File: config.mk
export PLATFORM = sky130hd
export DESIGN_NAME = gen_transform_pipe_flat
export DESIGN_NICKNAME = d
export VERILOG_FILES = /design/src/rtl/gen_transform_pipe_if.sv /design/src/rtl/gen_transform_pipe.sv /design/src/flat_wrapper.sv
export SDC_FILE = /design/constraint.sdc
export NUM_CORES = 1
export LEC_CHECK = 0
export BUFFER_PORTS_ARGS = -buffer_cell sky130_fd_sc_hd__buf_2
export CELL_PAD_IN_SITES_DETAIL_PLACEMENT = 0
export CELL_PAD_IN_SITES_GLOBAL_PLACEMENT = 1
export CORE_ASPECT_RATIO = 0.75
export CORE_UTILIZATION = 37
export CTS_CLUSTER_DIAMETER = 50
export DETAILED_ROUTE_END_ITERATION = 6
export GPL_TIMING_DRIVEN = 0
export HOLD_SLACK_MARGIN = 0.15
export PLACE_DENSITY_LB_ADDON = 0.05
export REMOVE_ABC_BUFFERS = 1
export SLEW_MARGIN = 20
export SYNTH_ARGS = -nofsm -noshare
export SYNTH_HDL_FRONTEND = slang
export SYNTH_SLANG_ARGS = --single-unit
File: constraint.sdc
create_clock -name clk -period 1.2 [get_ports clk]
set_clock_uncertainty 0.05 [all_clocks]
set_input_delay 0.06 -clock clk [delete_from_list [all_inputs] [get_ports clk]]
set_output_delay 0.06 -clock clk [all_outputs]
set_load 0.02 [all_outputs]
File: src/rtl/gen_transform_pipe_if.sv
// Stream handshake bundle for gen_transform_pipe.
// The master side drives the upstream word and the downstream ready.
// The slave side (the pipeline) returns the input ready and the result word.
// WIDTH must match the WIDTH of the gen_transform_pipe it connects to.
interface gen_transform_pipe_if #(
   parameter int WIDTH = 8
);
   logic             in_valid;
   logic             in_ready;
   logic [WIDTH-1:0] in_data;
   logic             out_valid;
   logic             out_ready;
   logic [WIDTH-1:0] out_data;
   logic             out_ovf;

   modport master (
      output in_valid, in_data, out_ready,
      input  in_ready, out_valid, out_data, out_ovf
   );

   modport slave (
      input  in_valid, in_data, out_ready,
      output in_ready, out_valid, out_data, out_ovf
   );
endinterface

File: src/rtl/gen_transform_pipe.sv
// gen_transform_pipe: fixed-coefficient transform (multiply by COEF or add
// OFFSET, chosen by MODE at elaboration) followed by a STAGES-deep elastic
// pipeline with valid/ready on both sides and an overflow flag per word.
// Optional feature macro: GEN_TRANSFORM_PIPE_SAT_EN -- when defined, an
// overflowing result is clamped to all-ones instead of wrapping.
module gen_transform_pipe #(
   parameter int          WIDTH  = 8,
   parameter int          MODE   = 1,
   parameter int unsigned COEF   = 3,
   parameter int unsigned OFFSET = 5,
   parameter int          STAGES = 2
) (
   input logic                clk,
   input logic                rst_n,
   gen_transform_pipe_if.slave bus
);

   // Full-precision result width: product needs 2*WIDTH, sum needs one carry bit.
   localparam int FW = (MODE == 1) ? 2 * WIDTH : WIDTH + 1;

   generate
      if (MODE != 0 && MODE != 1) begin : g_bad_mode
         $error("gen_transform_pipe: MODE must be 0 or 1");
      end
      if (STAGES < 1 || STAGES > 4) begin : g_bad_stages
         $error("gen_transform_pipe: STAGES must be in 1..4");
      end
      if (WIDTH < 2 || WIDTH > 32) begin : g_bad_width
         $error("gen_transform_pipe: WIDTH must be in 2..32");
      end
      if ((COEF >> WIDTH) != 0 || (OFFSET >> WIDTH) != 0) begin : g_bad_const
         $error("gen_transform_pipe: COEF and OFFSET must fit in WIDTH bits");
      end
   endgenerate

   // Narrow a full-precision result to WIDTH bits; MSB of the return is ovf.
   function automatic logic [WIDTH:0] fit_result(input logic [FW-1:0] full);
      logic ovf;
      ovf = |full[FW-1:WIDTH];
`ifdef GEN_TRANSFORM_PIPE_SAT_EN
      return {ovf, (ovf ? {WIDTH{1'b1}} : full[WIDTH-1:0])};
`else
      return {ovf, full[WIDTH-1:0]};
`endif
   endfunction

   logic [FW-1:0]    full_w;
   logic [WIDTH:0]   fit_w;
   logic [WIDTH-1:0] res_data_w;
   logic             res_ovf_w;

   generate
      if (MODE == 1) begin : g_mul
         assign full_w = FW'(bus.in_data) * FW'(COEF);
      end else begin : g_add
         assign full_w = FW'(bus.in_data) + FW'(OFFSET);
      end
   endgenerate

   assign fit_w      = fit_result(full_w);
   assign res_ovf_w  = fit_w[WIDTH];
   assign res_data_w = fit_w[WIDTH-1:0];

   logic [STAGES-1:0] v_q, v_d;
   logic [STAGES-1:0] ovf_q, ovf_d;
   logic [WIDTH-1:0]  data_q [STAGES];
   logic [WIDTH-1:0]  data_d [STAGES];
   logic [STAGES:0]   rdy;

   // Ready chain: a stage can load when it is empty or its successor advances.
   always_comb begin
      rdy[STAGES] = bus.out_ready;
      for (int k = STAGES - 1; k >= 0; k--) begin
         rdy[k] = !v_q[k] || rdy[k+1];
      end
   end

   // Next-state: each ready stage takes its upstream valid; payload moves only with a valid word.
   always_comb begin
      v_d    = v_q;
      ovf_d  = ovf_q;
      data_d = data_q;
      if (rdy[0]) begin
         v_d[0] = bus.in_valid;
         if (bus.in_valid) begin
            data_d[0] = res_data_w;
            ovf_d[0]  = res_ovf_w;
         end
      end
      for (int k = 1; k < STAGES; k++) begin
         if (rdy[k]) begin
            v_d[k] = v_q[k-1];
            if (v_q[k-1]) begin
               data_d[k] = data_q[k-1];
               ovf_d[k]  = ovf_q[k-1];
            end
         end
      end
   end

   // Stage registers; reset discards every in-flight word at once.
   always_ff @(posedge clk or negedge rst_n) begin
      if (!rst_n) begin
         v_q   <= '0;
         ovf_q <= '0;
         for (int k = 0; k < STAGES; k++) begin
            data_q[k] <= '0;
         end
      end else begin
         v_q    <= v_d;
         ovf_q  <= ovf_d;
         data_q <= data_d;
      end
   end

   assign bus.in_ready  = rdy[0];
   assign bus.out_valid = v_q[STAGES-1];
   assign bus.out_data  = data_q[STAGES-1];
   assign bus.out_ovf   = ovf_q[STAGES-1];

endmodule

File: src/flat_wrapper.sv
// flat-port wrapper written by rule: the top's interface ports become plain ports
module gen_transform_pipe_flat 
#(
   parameter int          WIDTH  = 8,
   parameter int          MODE   = 1,
   parameter int unsigned COEF   = 3,
   parameter int unsigned OFFSET = 5,
   parameter int          STAGES = 2
)
  (clk, rst_n, bus_in_valid, bus_in_data, bus_out_ready, bus_in_ready, bus_out_valid, bus_out_data, bus_out_ovf);
  gen_transform_pipe_if #(.WIDTH(WIDTH)) bus_i ();
  input logic clk;
  input logic rst_n;
  input wire logic [$bits(bus_i.in_valid)-1:0] bus_in_valid;
  input wire logic [$bits(bus_i.in_data)-1:0] bus_in_data;
  input wire logic [$bits(bus_i.out_ready)-1:0] bus_out_ready;
  output wire logic [$bits(bus_i.in_ready)-1:0] bus_in_ready;
  output wire logic [$bits(bus_i.out_valid)-1:0] bus_out_valid;
  output wire logic [$bits(bus_i.out_data)-1:0] bus_out_data;
  output wire logic [$bits(bus_i.out_ovf)-1:0] bus_out_ovf;
  assign bus_i.in_valid = bus_in_valid;
  assign bus_i.in_data = bus_in_data;
  assign bus_i.out_ready = bus_out_ready;
  assign bus_in_ready = bus_i.in_ready;
  assign bus_out_valid = bus_i.out_valid;
  assign bus_out_data = bus_i.out_data;
  assign bus_out_ovf = bus_i.out_ovf;
  gen_transform_pipe #(.WIDTH(WIDTH), .MODE(MODE), .COEF(COEF), .OFFSET(OFFSET), .STAGES(STAGES)) u_core (.clk(clk), .rst_n(rst_n), .bus(bus_i));
endmodule
# Yosys cells after proc, flatten, opt, wreduce, memory -nomap -nowiden

Cells that the tools add are included.

Register bits: 20
Input port bits: 12
Output and inout bits: 11
Word-level logic and storage cells: 14

Multiply operators: 1
Reduce and logical (&&, ||, !) cells: 7

Operators by type and width:

| kind                                               | number |
|---|---|
| multiplier 8 x 2 -> 10 bit (second input constant) | 1 |
| AND reduction 2 bit                                | 2 |
| logical NOT 1 bit                                  | 2 |
| logical OR 1 bit                                   | 2 |
| OR reduction 2 bit                                 | 1 |

# Logic depth before layout (Yosys ltp)

Word-level depth: 4
Mapped depth: 8
Gate-level depth less buffers: 8

# Worst setup path after synthesis

No wires, ideal clock.

Kind: in2reg
From: input bus_in_data[0]
To: register u_core.data_q[15] (netlist bit)
Setup time: 0.124 ns
Data arrival time: 1.443 ns
Required time: 1.026 ns
Setup slack: -0.417 ns
Cell stages on the path: 8
Buffers on the path: 0
Cell sequence: ha_1 -> inv_1 -> fa_1 -> nor2b_4 -> o31a_1 -> o21a_1 -> o21a_1 -> o31a_1

Word-level cells in the longest chain between the ends: 1

Ends and longest elaborated chain:

| element                    | RTL line                  | text |
|---|---|---|
| start: declaration         | flat_wrapper.sv:15        | `input wire logic [$bits(bus_i.in_data)-1:0] bus_in_data;` |
| multiplier 8 x 2 -> 10 bit | gen_transform_pipe.sv:54  | `assign full_w = FW'(bus.in_data) * FW'(COEF);` |
| end signal: assignment     | gen_transform_pipe.sv:112 | `data_q <= data_d;` |
| end: declaration           | gen_transform_pipe.sv:66  | `logic [WIDTH-1:0] data_q [STAGES];` |

Every way passes these cells.
A chain may end at the register's enable or synchronous reset.

# Worst setup path in the final report

From: input bus_in_data[1]
To: register u_core.ovf_q[0]

Word-level cells in the longest chain between the ends: 2

Ends and longest elaborated chain:

| element                    | RTL line                  | text |
|---|---|---|
| multiplier 8 x 2 -> 10 bit | gen_transform_pipe.sv:54  |  |
| OR reduction 2 bit         | gen_transform_pipe.sv:39  | `ovf = \|full[FW-1:WIDTH];` |
| end signal: assignment     | gen_transform_pipe.sv:111 | `ovf_q <= ovf_d;` |
| end: declaration           | gen_transform_pipe.sv:65  | `logic [STAGES-1:0] ovf_q, ovf_d;` |

Every way passes these cells.

==> flow_summary.json <==
{
  "timing.rr.end": "u_core.data_q[9]$_DFFE_PN0P_",
  "p_comb_share_pct": 33.6,
  "yosysUniqueCellTypes": 25,
  "swShare_pct": 30.8,
  "status": "complete, but fails checks",
  "cp_cell_sequence": "buf_8 -> ha_4 -> inv_2 -> fa_2 -> nor2b_4 -> o31a_1 -> buf_4 -> or3_1 -> o211ai_1 -> a31oi_1",
  "r2r_slack_ps": -60,
  "cts.clk_slew.worst_paths_ps": 70,
  "wirelength_mm": 2.11,
  "reg2reg_depth": 4,
  "synth_top_area_share_pct": 44.9,
  "place.gp.congestion": 0.726,
  "synthMuxAreaShare_pct": 11.1,
  "end_kind": "flip-flop",
  "worst_slew_pin_slew_ps": 426,
  "drc": 0,
  "failed_checks": "setup timing",
  "multi_input_area_um2": 612,
  "final_nets": 154,
  "grt_max_degree": 21,
  "final.fill_count": 260,
  "cts_sinks": 20,
  "vdd_drop_max_mv": 0.462,
  "overflow": 0,
  "die-area_um2": 3240,
  "cp_slowest_cell": "or3_1",
  "seqCellArea_um2": 500,
  "start_util_pct": 40.9,
  "r2r-start": "u_core.v_q[1]$_DFFE_PN0P_",
  "worst_slew_margin_rel_pct": 71.6,
  "holdPathEnd": "u_core.v_q[1]$_DFFE_PN0P_",
  "dp.cells": 147,
  "clk_latency_ps": 250,
  "synth_xor_area_share_pct": 3.15,
  "antenna_found_initial": 0,
  "crit_family": "compound AO/OA/AOI/OAI gates",
  "setup_tns_ps": -672,
  "final_area_um2": 1490,
  "place_hpwl_mm": 1.41,
  "min_from": "bus_out_ready",
  "cp_num_buf_inv": 3,
  "rows": 16,
  "dpl_cell_area_um2": 1200,
  "crit_arrival_ps": 1530,
  "critPathRequiredTime_ps": 1280,
  "setup_viol": 7,
  "grtUsageTotal_pct": 12.8,
  "core_area_um2": 2720,
  "cp_max_fo": 3,
  "finalCritPeriodShare_pct": 121,
  "cts_max_path_buffers": 2,
  "synth_top_area_cell": "dfrtp_1",
  "worstSetupStartpointType": "primary input",
  "drive_gt1_share_pct": 45.8,
  "slew_violations": 0,
  "fin_ws_ps": -254,
  "synthTopCellsByArea": "dfrtp_1 (45%), mux2_2 (11%), ha_1 (10%)",
  "cts-root-buf": "clkbuf_8",
  "cp.depth": 10,
  "cts-hold-fix-buffers": 4,
  "netlist_instances": 98,
  "min_path_cells": 3,
  "synth_top_family_by_area": "compound AO/OA/AOI/OAI gates",
  "vias": 805,
  "post_drt_wl_per_cell_um": 12.6,
  "numCtsBuffers": 3,
  "worstHoldPathType": "in2reg",
  "htreeDepth": 1,
  "grt_setup_unrepaired": "yes",
  "syn-cell-area_um2": 1110,
  "final_util_pct": 54.9,
  "diodes": 0,
  "area_delta_synth_final_pct": 34.2,
  "first_iter_violations": 20,
  "synth_area_per_cell_um2": 11.4,
  "grt_pass1_vias": 731,
  "cpPeakStageDelay_ps": 300,
  "drtPass1Iterations": 4,
  "drtAntennaViolNets": 0,
  "synth_compound_area_share_pct": 13.5,
  "hold_slack_ps": 99.6,
  "p_leak_nw": 0.710,
  "ios": 23,
  "crit_type": "in2reg",
  "grt_pass1_wl_mm": 3.19,
  "finalHoldViolCount": 0,
  "min_period_ps": 1450,
  "synth-seq-cells": 20,
  "die_w_um": 65.3,
  "die_y_um": 49.5,
  "fin_cells": 167,
  "drt-vias-per-instance": 4.82,
  "yosysSeqAreaShare_pct": 44.9,
  "clkPwrFrac_pct": 23.4,
  "ys_warn_count": 0,
  "p_per_area_nw_per_um2": 1420,
  "p_sw_w": 0.000656,
  "io_buffers": 22,
  "cap_violations": 0,
  "fmax_mhz": 688,
  "synthSimpleGateAreaFrac_pct": 7.87,
  "synth_adder_area_share_pct": 11.9,
  "p_int_w": 0.00147,
  "p_seq_share_pct": 43.1,
  "tritoncts": "yes"
}
per-layer routing:
layer	up-vias	track usage (%)	wire [µm]
met5	-	0	0
met4	0	3.26	0
met3	0	1.39	75
met2	15	19.8	990
met1	390	19.1	1050
li1	400	-	-
kinds of logic (layout without fill, tap and decap cells):
| family | after synthesis | in the layout |
|---|---|---|
| muxes | 11 | 11 |
| adders and majority gates | 10 | 10 |
| xor gates and xnor gates | 4 | 4 |
| DFF | 20 | 20 |
| and+or+nand+nor | 16 | 17 |
| buffers and inverters | 14 | 46 |
| AOI/OAI and AO/OA | 23 | 23 |
state kept, by name, indices dropped and copies added (netlist names):
register / flops
u_core.v_q: 2
u_core.ovf_q: 2
u_core.bus.out_data: 8
u_core.data_q: 8
stage by stage:
stage          total power [W]  worst slack, ps
3_5_place_dp           0.00153             -615
6_report               0.00213             -254
2_1_floorplan          0.00132             -446
5_1_grt                0.00225             -339
3_3_place_gp           0.00150             -623
4_1_cts                0.00209             -268
worst max-delay path by stage:
stage                                         end                 startpoint
global route          u_core.ovf_q[0]$_DFFE_PN0P_             bus_in_data[1]
CTS                   u_core.ovf_q[0]$_DFFE_PN0P_             bus_in_data[1]
global placement    u_core.data_q[15]$_DFFE_PN0P_             bus_in_data[0]
floorplan            u_core.data_q[8]$_DFFE_PN0P_  u_core.v_q[1]$_DFFE_PN0P_
finish                u_core.ovf_q[0]$_DFFE_PN0P_             bus_in_data[1]
detailed placement  u_core.data_q[15]$_DFFE_PN0P_             bus_in_data[0]
area by class of cell:
cell class                      instances  area share (%)
Multi-Input combinational cell         65            41.0
Sequential cell                        20            33.5
Timing Repair Buffer                   37            17.6
Clock buffer                            4            3.69
Tap cell                               36            3.02
Inverter                                5            1.26
power groups by stage:
stage	logic, W	clock network, W	registers, W
final	0.000714	0.000498	0.000916
after global routing	0.000777	0.000539	0.000936
after CTS	0.000665	0.000508	0.000912
after detailed placement	0.000601	0	0.000925
after global placement	0.000592	0	0.000912
after floorplan	0.000284	0	0.00103
cell usage in the layout (no fill, tap or decap), types with 3 or more instances in the layout:
cell type,instances
dlygate4sd3_1,4
inv_1,4
ha_1,7
nand2b_1,3
xor2_1,3
mux2_2,9
nand2_2,3
clkbuf_8,4
buf_2,19
a21o_1,3
buf_4,9
buf_6,4
o21a_1,3
o21ai_1,4
dfrtp_1,20
a21oi_1,3
worst register-to-register path, cell delays in order (launching register included):
cell,delay [ps]
dfrtp_1,410
nand3b_1,120
buf_6,160
nand2_2,110
mux2_4,310
cells in the mapped netlist:
| master | number |
|---|---|
| mux2_2 | 11 |
| buf_4 | 8 |
| o21a_1 | 3 |
| a21oi_1 | 3 |
| xnor2_1 | 1 |
| o21ai_1 | 3 |
| nor3_1 | 1 |
| o31a_1 | 2 |
| inv_1 | 5 |
| a21o_1 | 3 |
| o21ai_0 | 3 |
| buf_2 | 1 |
| dfrtp_1 | 20 |
| nand2b_1 | 4 |
| fa_1 | 1 |
| nand2_1 | 6 |
| xor2_1 | 3 |
| a211oi_1 | 2 |
| nand3b_1 | 1 |
| nor2b_4 | 1 |
| nor2_1 | 2 |
| or3_1 | 1 |
| ha_1 | 9 |
| o211ai_1 | 2 |
| a31oi_1 | 2 |
what timing repair did:
action                     in CTS  in global routing
gates cloned                    0                  1
pin swaps                       9                  6
setup buffers                   6                  5
hold endpoints to repair       25                  1
gates resized for setup        14                 11
setup endpoints to repair      18                 18
Note: power is estimated with default switching activity, not from simulation.
